File: src/rtl/ifetch_unit_if.sv
// Fetch request/response channel between the fetch front end and the instruction cache.
interface icache_if;
    logic [31:0] pc_addr;
    logic        pc_valid;
    logic [31:0] instruction;
    logic        instr_valid;

    modport requester (output pc_addr, output pc_valid, input instruction, input instr_valid);
    modport responder (input pc_addr, input pc_valid, output instruction, output instr_valid);
endinterface

File: src/rtl/ifetch_unit.sv
// Instruction fetch front end: PC ownership, single-outstanding icache fetch,
// redirect handling and a small instruction/PC buffer toward decode.
//
//   state   | meaning
//   --------+------------------------------------------------------------
//   S_BOOT  | first cycle out of reset, no request
//   S_ISSUE | present fetch_pc, request when a buffer slot is free
//   S_WAIT  | one request outstanding, pc_addr frozen on req_pc
module ifetch_unit #(
    parameter logic [31:0] RESET_PC   = 32'h0000_0000,
    parameter int          FIFO_DEPTH = 4
) (
    input  logic               clk,
    input  logic               rst_n,
    icache_if.requester        icache,
    input  logic               redirect_valid,
    input  logic [31:0]        redirect_pc,
    output logic               out_valid,
    output logic [31:0]        out_instr,
    output logic [31:0]        out_pc,
    input  logic               out_ready
);
    localparam int PTR_W = $clog2(FIFO_DEPTH);
    localparam logic [PTR_W:0] FULL_COUNT = (PTR_W+1)'(FIFO_DEPTH);

    typedef enum logic [1:0] {
        S_BOOT  = 2'd0,
        S_ISSUE = 2'd1,
        S_WAIT  = 2'd2
    } state_t;

    state_t           state;
    state_t           state_nxt;
    logic [31:0]      fetch_pc;
    logic [31:0]      req_pc;
    logic             drop;
    logic [PTR_W-1:0] wr_ptr;
    logic [PTR_W-1:0] rd_ptr;
    logic [PTR_W:0]   count;
    logic [31:0]      mem_instr [FIFO_DEPTH];
    logic [31:0]      mem_pc    [FIFO_DEPTH];

    logic issue_fire;
    logic resp;
    logic push;
    logic pop;

    assign out_valid = (count != '0);
    assign out_instr = mem_instr[rd_ptr];
    assign out_pc    = mem_pc[rd_ptr];

    always_comb begin
        state_nxt       = state;
        issue_fire      = 1'b0;
        resp            = 1'b0;
        push            = 1'b0;
        icache.pc_valid = 1'b0;
        icache.pc_addr  = req_pc;
        case (state)
            S_BOOT: state_nxt = S_ISSUE;
            S_ISSUE: begin
                icache.pc_addr  = fetch_pc;
                issue_fire      = (count < FULL_COUNT) && !redirect_valid;
                icache.pc_valid = issue_fire;
                if (issue_fire) state_nxt = S_WAIT;
            end
            S_WAIT: begin
                // pc_addr stays on req_pc even across a redirect: the cache refills by it
                resp = icache.instr_valid;
                push = resp && !drop && !redirect_valid;
                if (resp) state_nxt = S_ISSUE;
            end
            default: state_nxt = S_BOOT;
        endcase
        pop = out_valid && out_ready && !redirect_valid;
    end

    always_ff @(posedge clk or negedge rst_n) begin
        if (!rst_n) begin
            state    <= S_BOOT;
            fetch_pc <= RESET_PC;
            req_pc   <= RESET_PC;
            drop     <= 1'b0;
        end else begin
            state <= state_nxt;
            if (issue_fire) req_pc <= fetch_pc;
            if (redirect_valid) fetch_pc <= redirect_pc & ~32'h3;
            else if (push)      fetch_pc <= req_pc + 32'd4;
            if (resp)                                  drop <= 1'b0;
            else if (state == S_WAIT && redirect_valid) drop <= 1'b1;
        end
    end

    always_ff @(posedge clk or negedge rst_n) begin
        if (!rst_n) begin
            wr_ptr <= '0;
            rd_ptr <= '0;
            count  <= '0;
            for (int i = 0; i < FIFO_DEPTH; i++) begin
                mem_instr[i] <= '0;
                mem_pc[i]    <= '0;
            end
        end else if (redirect_valid) begin
            wr_ptr <= '0;
            rd_ptr <= '0;
            count  <= '0;
        end else begin
            if (push) begin
                mem_instr[wr_ptr] <= icache.instruction;
                mem_pc[wr_ptr]    <= req_pc;
                wr_ptr            <= wr_ptr + 1'b1;
            end
            if (pop) rd_ptr <= rd_ptr + 1'b1;
            if (push && !pop)      count <= count + 1'b1;
            else if (pop && !push) count <= count - 1'b1;
        end
    end
endmodule
File: src/flat_wrapper.sv
// flat-port wrapper written by rule: the top's interface ports become plain ports
module ifetch_unit_flat 
#(
    parameter logic [31:0] RESET_PC   = 32'h0000_0000,
    parameter int          FIFO_DEPTH = 4
)
  (clk, rst_n, redirect_valid, redirect_pc, out_valid, out_instr, out_pc, out_ready, icache_pc_addr, icache_pc_valid, icache_instruction, icache_instr_valid);
  icache_if icache_i ();
  input  logic clk;
  input  logic rst_n;
  input  logic redirect_valid;
  input  logic [31:0] redirect_pc;
  output logic out_valid;
  output logic [31:0] out_instr;
  output logic [31:0] out_pc;
  input  logic out_ready;
  output wire logic [$bits(icache_i.pc_addr)-1:0] icache_pc_addr;
  output wire logic [$bits(icache_i.pc_valid)-1:0] icache_pc_valid;
  input wire logic [$bits(icache_i.instruction)-1:0] icache_instruction;
  input wire logic [$bits(icache_i.instr_valid)-1:0] icache_instr_valid;
  assign icache_pc_addr = icache_i.pc_addr;
  assign icache_pc_valid = icache_i.pc_valid;
  assign icache_i.instruction = icache_instruction;
  assign icache_i.instr_valid = icache_instr_valid;
  ifetch_unit #(.RESET_PC(RESET_PC), .FIFO_DEPTH(FIFO_DEPTH)) u_core (.clk(clk), .rst_n(rst_n), .icache(icache_i), .redirect_valid(redirect_valid), .redirect_pc(redirect_pc), .out_valid(out_valid), .out_instr(out_instr), .out_pc(out_pc), .out_ready(out_ready));
endmodule
File: config.mk
export PLATFORM = sky130hd
export DESIGN_NAME = ifetch_unit_flat
export DESIGN_NICKNAME = d
export VERILOG_FILES = /design/src/rtl/ifetch_unit_if.sv /design/src/rtl/ifetch_unit.sv /design/src/flat_wrapper.sv
export SDC_FILE = /design/constraint.sdc
export NUM_CORES = 1
export LEC_CHECK = 0
export ABC_CLOCK_PERIOD_IN_PS = 3000
export CORE_AREA = 4 4 252 254
export CTS_CLUSTER_DIAMETER = 200
export DETAILED_ROUTE_END_ITERATION = 12
export DIE_AREA = 0 0 256 258
export GPL_ROUTABILITY_DRIVEN = 0
export GPL_TIMING_DRIVEN = 0
export PLACE_DENSITY = 0.51
export SETUP_SLACK_MARGIN = 0.15
export SLEW_MARGIN = 5
export SYNTH_ARGS = -nofsm -noshare
export SYNTH_HDL_FRONTEND = slang
export SYNTH_SLANG_ARGS = --single-unit
File: constraint.sdc
create_clock -name clk -period 3 [get_ports clk]
set_clock_uncertainty 0.2 [all_clocks]
set_input_delay 0.3 -clock clk [delete_from_list [all_inputs] [get_ports clk]]
set_output_delay 0.3 -clock clk [all_outputs]
set_load 0.1 [all_outputs]
# Word level (Yosys, flattened, before mapping)
# Index checks and enable logic that the tools add are counted.
# classes
reduce_logical,21
addsub,5
mux,28
n_lt_le_gt_ge,4
bitwise_logic,3
n_eq_ne,4
# op_table
op,count
128-bit bitwise mux,2
32-bit 2-to-1 mux,8
32-bit binary-select mux with 2-bit select,2
32-bit demux with 2-bit select,1
"32-bit by 3-bit adder with 32-bit output, second input constant",1
2-bit 2-to-1 mux,6
1-bit logical AND,9
3-bit 2-to-1 mux,3
"3-bit >= comparator, second input constant",2
2-bit NOT with 3-bit output,2
2-bit one-hot mux with 3 select lines,1
2-bit nonzero test,3
3-bit nonzero test,2
1-bit 2-to-1 mux,5
"2-bit by 1-bit adder with 2-bit output, second input constant",2
1-bit zero test,4
2-bit AND reduction,2
"3-bit by 1-bit adder with 3-bit output, second input constant",1
"3-bit by 1-bit < comparator with 1-bit output, second input constant",1
"3-bit < comparator, second input constant",1
"3-bit by 1-bit subtractor with 3-bit output, second input constant",1
"2-bit by 1-bit equality test with 1-bit output, second input constant",1
"2-bit equality test, second input constant",1
2-bit zero test,1
3 further kinds,3
# word_totals
reg_bits,330
in_bits,69
word_cells,80
out_inout_bits,98

# Depth between registers and ports, before layout
# Gate-level depths: netlist of the first run.
# depth
word_depth,9
depth_mapped,9
depth_no_buf,7

# Worst setup path before layout of the first run
# Ideal clock, no wire load.
# synth_timing
path_kind,reg-to-output
start,register u_core.state[0]
end,output icache_pc_addr[13]
t_required_ns,2.500
path_buffers,2
slack_ns,-0.541
stages_incl_launch_ff,5
t_arrival_ns,3.041
cell_sequence,dfrtp_1 > nor2b_1 > clkbuf_1 > clkbuf_1 > o21ai_0
# synth_via
elab_chain_cells,2
# synth_lines
element,line,text
from (decl),ifetch_unit.sv:32,state_t state;
from (signal assigned),ifetch_unit.sv:85,state <= state_nxt;
2-bit by 1-bit equality test with 1-bit output,ifetch_unit.sv:59,case (state)
32-bit 2-to-1 mux,ifetch_unit.sv:59,
to (decl),flat_wrapper.sv:17,output wire logic [$bits(icache_i.pc_addr)-1:0] icache_pc_addr;
# Every way passes these cells.

# Final worst setup path of the first run
# layout_timing
start,register u_core.state[1]
end,output icache_pc_addr[26]
# The elaborated chain is that of the path after synthesis.

==> impl_metrics.yaml, run 1 <==
grt:
  track_usage_pct: 13.2
  grt_pass1_wl_um: 67100
  grt_overflow_total: 0
  grt_pass1_vias: 10500
  grt_max_degree: 110
  antenna_found_initial: 1
sta:
  fin_crit_sh_pct: 93.1
  rsz0062_at_grt: "yes"
  finalHoldViolCount: 0
  min_period_ns: 2.79
  tightest_slew_ns: 0.850
  max_freq_ghz: 0.358
  slew_headroom_pct: 43.3
  tns_ns: 0
  setup-violations-final: 0
  slew_viol_final: 0
  setup_ws_ns: 0.207
placed_design:
  port_buffers: 164
  pre_cts_ws_ns: -0.906
  dpl.hpwl_um: 30400
power:
  leakagePower_nw: 8.73
  internal_power_w: 0.0110
  p_per_area_nw_per_um2: 1110
  power_w: 0.0211
  p_comb_share_pct: 49.6
  swShare_pct: 47.9
  irDropWorstVdd_mv: 0.822
  power.switching_w: 0.0101
  p_clk_share_pct: 24.1
  p_seq_share_pct: 26.3
job:
  max_cap_viol_count: 0
worst_hold_path:
  holdPathStages: 3
  hp-class: "primary input to flop"
yosys:
  syn_area_um2: 15200
  synth.area.top_cells: "dfrtp_1 54%, mux2_2 22%, mux4_2 9.5%, nand2_1 2.3%, xnor2_1 1.5%"
  yosysWarnings: 0
  yosysTopAreaCell: "dfrtp_1"
  synth_async_sr_flop_share_pct: 100
  yosysMostFrequentCell: "dfrtp_1"
  synth_seq_cells: 330
  synth_edf_count: 0
  yosysUniqueCellTypes: 46
  netlist_instances: 1080
  syn_avg_cell_area_um2: 14.0
  ys_seq_area_share_pct: 54.5
  synth_nets: 1155
  synth_top_area_share_pct: 54.5
  synth-main-ff-cell: "dfrtp_1"
  synth_commonest_cells: "330 x dfrtp_1, 290 x mux2_2, 92 x nand2_1, 64 x mux4_2, 38 x o21ai_0"
critical_path:
  crit_type: "flop to output port"
  path_common_cell: "buf_4"
  startpoint: "u_core.state[1]"
  cp.arrival_ns: 2.29
  reg2reg_to: "u_core.mem_pc[46]"
  endpoint: "icache_pc_addr[26]"
  cp_top_family: "buffers and inverters"
  crit_path_end_kind: "output port"
  required_ns: 2.50
  reg2reg_depth: 7
  cp_num_cells: 5
  cpPeakStageDelay_ns: 0.42
  crit_buf_inv: 3
  startpoint_type: "flop"
  cp_slowest_cell: "dfrtp_1"
  cp_max_fo: 10
  r2r_setup_slack_ns: 0.26
  r2r-start: "u_core.state[0]"
  path_cells: "nor2b_1 > clkbuf_8 > buf_4 > mux2_2 > buf_4"
final_layout:
  diodes: 0
  layout-drive-gt1-share_pct: 44.7
  finish.net_count: 1366
  fin_util_pct: 31.2
  areaGrowthSynthToFinish_pct: 26.3
route:
  drc_errors: 0
  viasPerCell: 4.57
  wl_per_cell_um: 20.8
  drt_iter0_drc: 410
  postRouteAntennaNets: 0
  dr.pass1.iters: 4
  vias: 9659
  routed_wl_um: 43900
clock_network:
  clk_pin_slew_ns: 0.06
  htreeDepth: 2
  cts-root-buf: "clkbuf_16"
  clk_latency_ns: 0.57
  cts_num_sinks: 330
  tritoncts: "done"
  clock_path_buffers: 3
  numCtsBuffers: 40
floorplan:
  die_y_um: 258
  core_area_um2: 61300
  initial_core_util_pct: 24.7
  rows: 91
  fp.dieW_um: 256
  io_pins: 167
  dieArea_um2: 66000
run_status:
  status: "complete, no violations"
[cell usage in the layout, fill, tap and decap left out, types with 2 or more instances in the layout]
cell type and instances:
nand3_1 12, inv_1 10, nand4_1 3, o221ai_2 2
xnor2_1 26, o31ai_1 4, clkbuf_16 40, dlygate4sd3_1 2
and3_1 6, nor3b_1 8, clkbuf_1 23, nor3_2 9
buf_6 5, o221ai_1 13, o21ai_0 37, clkbuf_2 9
a21oi_1 19, dfrtp_1 330, clkbuf_8 12, clkdlybuf4s50_1 65
clkinv_2 9, xor2_1 5, ha_1 5, buf_16 3
nor2_1 23, or3_1 5, nor4_1 3, clkdlybuf4s15_2 14
nor2b_1 3, inv_6 3, clkbuf_4 14, buf_4 51
buf_2 51, nand2_1 92, mux4_2 64, mux2_2 290
o21ai_1 5, bufinv_16 4, buf_8 4, buf_1 20
[per-stage QoR]
step	instances	hold slack [ns]	instance area, um^2
after floorplan	1080	-0.196	15200
after global placement	2034	0.256	17800
after detailed placement	2037	0.00287	17900
after CTS	2113	0.0637	19100
after global routing	2113	0.107	19100
final	2113	0.106	19100
[worst min-delay path by stage]
stage	endpoint	start	slack, ns
floorplan	u_core.count[0]	rst_n	-0.20
global placement	u_core.mem_pc[124]	u_core.mem_pc[124]	0.26
detailed placement	u_core.mem_instr[100]	rst_n	0.003
CTS	u_core.fetch_pc[5]	redirect_pc[5]	0.06
global route	u_core.fetch_pc[2]	redirect_pc[2]	0.11
finish	u_core.fetch_pc[2]	redirect_pc[2]	0.11
[sequential cells by signal (all words and copies together), names as in the netlist, 2 cells and up]
signal            flops
u_core.mem_instr    128
u_core.mem_pc       128
u_core.fetch_pc      32
u_core.req_pc        32
u_core.count          3
u_core.rd_ptr         2
u_core.state          2
u_core.wr_ptr         2
[layer usage]
| metal | GRT usage [%] | share of wire [%] | up-vias |
|---|---|---|---|
| li1 | - | - | 4343 |
| met1 | 18.1 | 46 | 5087 |
| met2 | 21.6 | 47 | 171 |
| met3 | 2.73 | 4.0 | 58 |
| met4 | 3.52 | 2.3 | 0 |
| met5 | 0 | 0 | - |
[power by group through the flow]
stage               sequential (W)  clock (W)  combinational [W]
floorplan                  0.00549          0            0.00824
global placement           0.00561          0             0.0108
detailed placement         0.00562          0             0.0109
CTS                        0.00555    0.00528             0.0105
global route               0.00563    0.00548             0.0110
finish                     0.00556    0.00510             0.0105
[cell type report]
class	instances	area (um^2)
multi-input cells	651	6460
plain buffers	88	504
clock inverters	18	230
repair buffers	170	1490
inverters	10	37.5
flip-flops and latches	330	8260
clock buffers	56	1170
fillers	6145	42100
well taps	790	988
[kinds of logic (layout without fill, tap and decap cells)]
group                      Yosys count  in the layout  share of synthesized area [%]
DFF                                330            330                           54.5
AOI/OAI and AO/OA                   86             86                           3.48
adders and majority gates            6              6                          0.545
muxes                              355            355                           31.1
buffers and inverters               99            342                           2.89
and+or+nand+nor                    173            173                           5.69
xor gates and xnor gates            31             31                           1.79
[repair_timing]
| item | 4_1_cts | 5_1_grt |
|---|---|---|
| hold buffers | 3 | 0 |
| endpoints found under the hold margin | 227 | 0 |
| buffers inserted | 0 | 0 |
| gates resized for setup | 535 | 57 |
| setup endpoints to repair | 107 | 54 |
[worst register-to-register path, cell delays in order, from the launching register on]
cell	delay, ns
dfrtp_1	0.40
nand4bb_1	0.21
nor2_1	0.39
nand2_1	0.40
clkdlybuf4s15_2	0.48
clkbuf_1	0.31
nand2_1	0.12
o21ai_0	0.08
Note: power is estimated with default switching activity, not from simulation.
==> run 2: changes to the inputs <==
Settings changed: ABC_CLOCK_PERIOD_IN_PS 3000 to 3500.
Clock period 3 ns to 3.5 ns, I/O delays scaled along.
==> impl_metrics.yaml, run 2 (synthesis gave the netlist of run 1 again) <==
run_status:
  status: "complete, no violations"
critical_path:
  startpoint_type: "flop"
  cp_max_fo: 10
  crit_type: "flop to output port"
  cp.arrival_ns: 2.70
  required_ns: 2.95
  r2r-start: "u_core.state[0]"
  crit_path_end_kind: "output port"
  startpoint: "u_core.state[1]"
grt:
  grt_pass1_vias: 10500
  antenna_found_initial: 5
  grt_pass1_wl_um: 66900
  track_usage_pct: 13.2
  grt_max_degree: 110
  grt_overflow_total: 0
route:
  wl_per_cell_um: 20.7
  dr.pass1.iters: 4
  postRouteAntennaNets: 0
  viasPerCell: 4.57
  vias: 9642
  drt_iter0_drc: 427
  drc_errors: 0
  routed_wl_um: 43600
clock_network:
  cts-root-buf: "clkbuf_16"
  numCtsBuffers: 40
  clock_path_buffers: 3
  clk_latency_ns: 0.57
  cts_num_sinks: 330
  tritoncts: "done"
  clk_pin_slew_ns: 0.06
  htreeDepth: 2
sta:
  rsz0062_at_grt: "no"
  slew_headroom_pct: 29.8
  min_period_ns: 3.25
  slew_viol_final: 0
  max_freq_ghz: 0.308
  finalHoldViolCount: 0
  tightest_slew_ns: 1.06
  setup-violations-final: 0
  setup_ws_ns: 0.250
  fin_crit_sh_pct: 92.8
final_layout:
  fin_util_pct: 31.6
  reg_top3: "u_core.mem_instr: 128 flops, u_core.mem_pc: 128 flops"
  diodes: 0
  areaGrowthSynthToFinish_pct: 27.6
  multi_input_area_um2: 6460
  fill_cells: 6114
  finish.net_count: 1364
  design_area_um2: 19300
  layout_common_cells: "330 x dfrtp_1, 290 x mux2_2, 92 x nand2_1"
  seq_area_um2: 8260
  layout_commonest_cell: "dfrtp_1"
  layout-drive-gt1-share_pct: 43.2
floorplan:
  core_area_um2: 61300
  fp.dieW_um: 256
  io_pins: 167
  dieArea_um2: 66000
  die_y_um: 258
  initial_core_util_pct: 24.7
  rows: 91
placed_design:
  pre_cts_ws_ns: -0.506
  port_buffers: 164
  placed_cell_area_um2: 17900
  dpl.hpwl_um: 30400
job:
  max_cap_viol_count: 0
power:
  power_w: 0.0181
  irDropWorstVdd_mv: 0.735
  p_per_area_nw_per_um2: 937
  leakagePower_nw: 8.65
worst_hold_path:
  hp-class: "primary input to async pin"
[run 2: cell type report]
class / count / area share [%]
inverter: 10 / 0.194
clock inverter: 18 / 1.19
buffer: 88 / 2.28
tap: 790 / 5.11
timing repair buffer: 168 / 9.06
multi-input combinational: 651 / 33.4
clock buffer: 56 / 6.06
sequential: 330 / 42.7
[run 2: critical path: stages (launching register included)]
cell and delay, ns:
dfrtp_1 0.42, nor2b_1 0.14, clkbuf_2 0.34, clkbuf_1 0.36, nand2_1 0.09, o21ai_0 0.17, clkdlybuf4s15_2 0.62
[run 2: per-stage QoR]
stage / cells / hold WS (ns) / setup TNS, ns
finish: 2111 / 0.0625 / 0
global route: 2111 / 0.0610 / 0
CTS: 2112 / 0.0388 / 0
detailed placement: 2037 / 0.0529 / -7.53
global placement: 2034 / 0.256 / -4217.54
floorplan: 1080 / -0.146 / -0.453
[run 2: what timing repair did]
| item | in CTS | in global routing |
|---|---|---|
| setup buffers | 0 | 0 |
| endpoints found under the hold margin | 227 | 0 |
| endpoints found under the setup margin | 97 | 54 |
| pin swaps | 0 | 0 |
| resized for setup | 291 | 26 |
| hold buffers | 1 | 0 |
[run 2: power by group]
part           internal [W]  leakage, nW  switching, W
clock               0.00265        0.699       0.00171
combinational       0.00241         3.52       0.00659
sequential          0.00441         4.44      0.000348
[run 2: final timing paths]
kind,endpoint,slack [ns],depth (start not counted)
worst max-delay path,icache_pc_addr[17],0.25,6
worst min-delay path,u_core.mem_instr[100],0.06,2
worst max register to register,u_core.mem_pc[81],0.72,7
worst min register to register,u_core.mem_pc[17],0.28,2
max in group asynchronous,u_core.mem_pc[40],1.70,4
min in group clk,u_core.fetch_pc[5],0.15,3
[run 2: per-layer routing]
metal	GRT usage, %	routed length, um
met1	18.0	20000
met2	21.5	20700
met3	2.75	1880
met4	3.53	1020
met5	0	0
==> run 3: changes to the inputs <==
Settings changed: ABC_CLOCK_PERIOD_IN_PS 3500 to 4000.
Clock period 3.5 ns to 4 ns, I/O delays scaled along.
==> impl_metrics.yaml, run 3 (synthesis gave the netlist of run 1 again) <==
critical_path:
  reg2reg_to: "u_core.mem_pc[81]"
  cpPeakStageDelay_ns: 0.74
  required_ns: 3.40
  r2r_setup_slack_ns: 1.22
  reg2reg_depth: 7
  cp.arrival_ns: 3.11
  startpoint_type: "flop"
  crit_path_end_kind: "output port"
  r2r-start: "u_core.state[0]"
  cp_max_fo: 10
  cp_slowest_cell: "clkdlybuf4s15_1"
  crit_type: "flop to output port"
  path_cells: "clkbuf_1 > clkdlybuf4s15_2 > mux4_2 > clkdlybuf4s15_1"
clock_network:
  clock_path_buffers: 3
  clk_pin_slew_ns: 0.06
  cts-root-buf: "clkbuf_16"
  cts_num_sinks: 330
  tritoncts: "done"
  postCtsSetupRepairBufs: 0
  clk_latency_ns: 0.57
  numCtsBuffers: 40
  htreeDepth: 2
power:
  irDropWorstVdd_mv: 0.645
  power.switching_w: 0.00757
  p_seq_share_pct: 26.3
  p_clk_share_pct: 24.1
  swShare_pct: 47.7
  p_comb_share_pct: 49.7
  p_per_area_nw_per_um2: 820
  internal_power_w: 0.00830
  leakagePower_nw: 8.67
final_layout:
  fill_cells: 6118
  layout_commonest_cell: "dfrtp_1"
  fin_util_pct: 31.6
  diodes: 0
  multi_input_area_um2: 6460
  layout_common_cells: "330 x dfrtp_1, 290 x mux2_2, 92 x nand2_1"
  final_cells: 2112
  areaGrowthSynthToFinish_pct: 27.7
  reg_top3: "u_core.mem_instr: 128 flops, u_core.mem_pc: 128 flops"
  seq_area_um2: 8260
  finish.net_count: 1365
  layout-drive-gt1-share_pct: 42.0
placed_design:
  port_buffers: 164
  dpl.hpwl_um: 30400
  dp_cells: 2037
  pre_cts_ws_ns: -0.106
route:
  drc_errors: 0
  postRouteAntennaNets: 0
  routed_wl_um: 43600
  wl_per_cell_um: 20.7
  vias: 9652
  viasPerCell: 4.57
  dr.pass1.iters: 5
  drt_iter0_drc: 405
sta:
  min_period_ns: 3.71
  setup_ws_ns: 0.293
  slew_headroom_pct: 28.6
  finalHoldViolCount: 0
  slew_viol_final: 0
  rsz0062_at_grt: "no"
  tightest_slew_ns: 1.07
  setup-violations-final: 0
  fin_crit_sh_pct: 92.7
  max_freq_ghz: 0.270
floorplan:
  die_y_um: 258
  initial_core_util_pct: 24.7
  io_pins: 167
  core_area_um2: 61300
  dieArea_um2: 66000
  fp.dieW_um: 256
  rows: 91
grt:
  antenna_found_initial: 3
  grt_pass1_vias: 10500
  grt_pass1_wl_um: 66900
  track_usage_pct: 13.2
  grt_max_degree: 110
  grt_overflow_total: 0
worst_hold_path:
  hp-class: "primary input to async pin"
run_status:
  status: "complete, no violations"
job:
  max_cap_viol_count: 0
[run 3: layout make-up]
class,instances,area share (%)
clock inverter,18,1.19
clock buffer,56,6.05
buffer,89,2.19
multi-input combinational,651,33.4
inverter,10,0.194
sequential,330,42.7
tap,790,5.11
timing repair buffer,168,9.20
[run 3: stage by stage]
stage               setup TNS [ns]  area, um^2  hold slack, ns  total power (W)
floorplan                        0       15200         -0.0956           0.0103
global placement          -4062.67       17800           0.256           0.0123
detailed placement          -0.106       17900           0.103           0.0124
CTS                              0       19400          0.0888           0.0161
global route                     0       19300           0.111           0.0166
finish                           0       19300           0.112           0.0159
[run 3: critical path, delay by kind of cell (launching register included)]
family	cells	cell delay (ns)
buf+inv	3	1.84
mux	1	0.37
flops	1	0.33
[run 3: worst max path at each step]
stage / from / end / slack (ns) / depth (start not counted)
finish: u_core.rd_ptr[1] / out_pc[16] / 0.29 / 4
global placement: rst_n / u_core.mem_pc[41] / -12.38 / 1
CTS: u_core.state[1] / icache_pc_addr[1] / 0.16 / 4
floorplan: u_core.state[0] / icache_pc_addr[13] / 0.36 / 4
global route: u_core.rd_ptr[1] / out_pc[16] / 0.16 / 4
detailed placement: redirect_valid / icache_pc_valid / -0.11 / 6
[run 3: power by group through the flow]
stage                     Clock, W  Sequential (W)  Combinational [W]
final                      0.00382         0.00417            0.00788
after global routing       0.00411         0.00422            0.00823
after CTS                  0.00396         0.00416            0.00799
after detailed placement         0         0.00422            0.00815
after global placement           0         0.00421            0.00811
after floorplan                  0         0.00412            0.00618
[run 3: routing by layer]
layer  wire [um]  GRT usage, %  vias up
met5           0             0        -
met4        1020          3.53        0
met3        1860          2.75       60
met2       20700          21.5      182
met1       20100          17.9     5074
li1            -             -     4336
[run 3: timing repair]
action,4_1_cts,5_1_grt
gates resized for setup,239,15
endpoints found under the hold margin,221,0
hold buffers,1,0
setup endpoints to repair,89,11
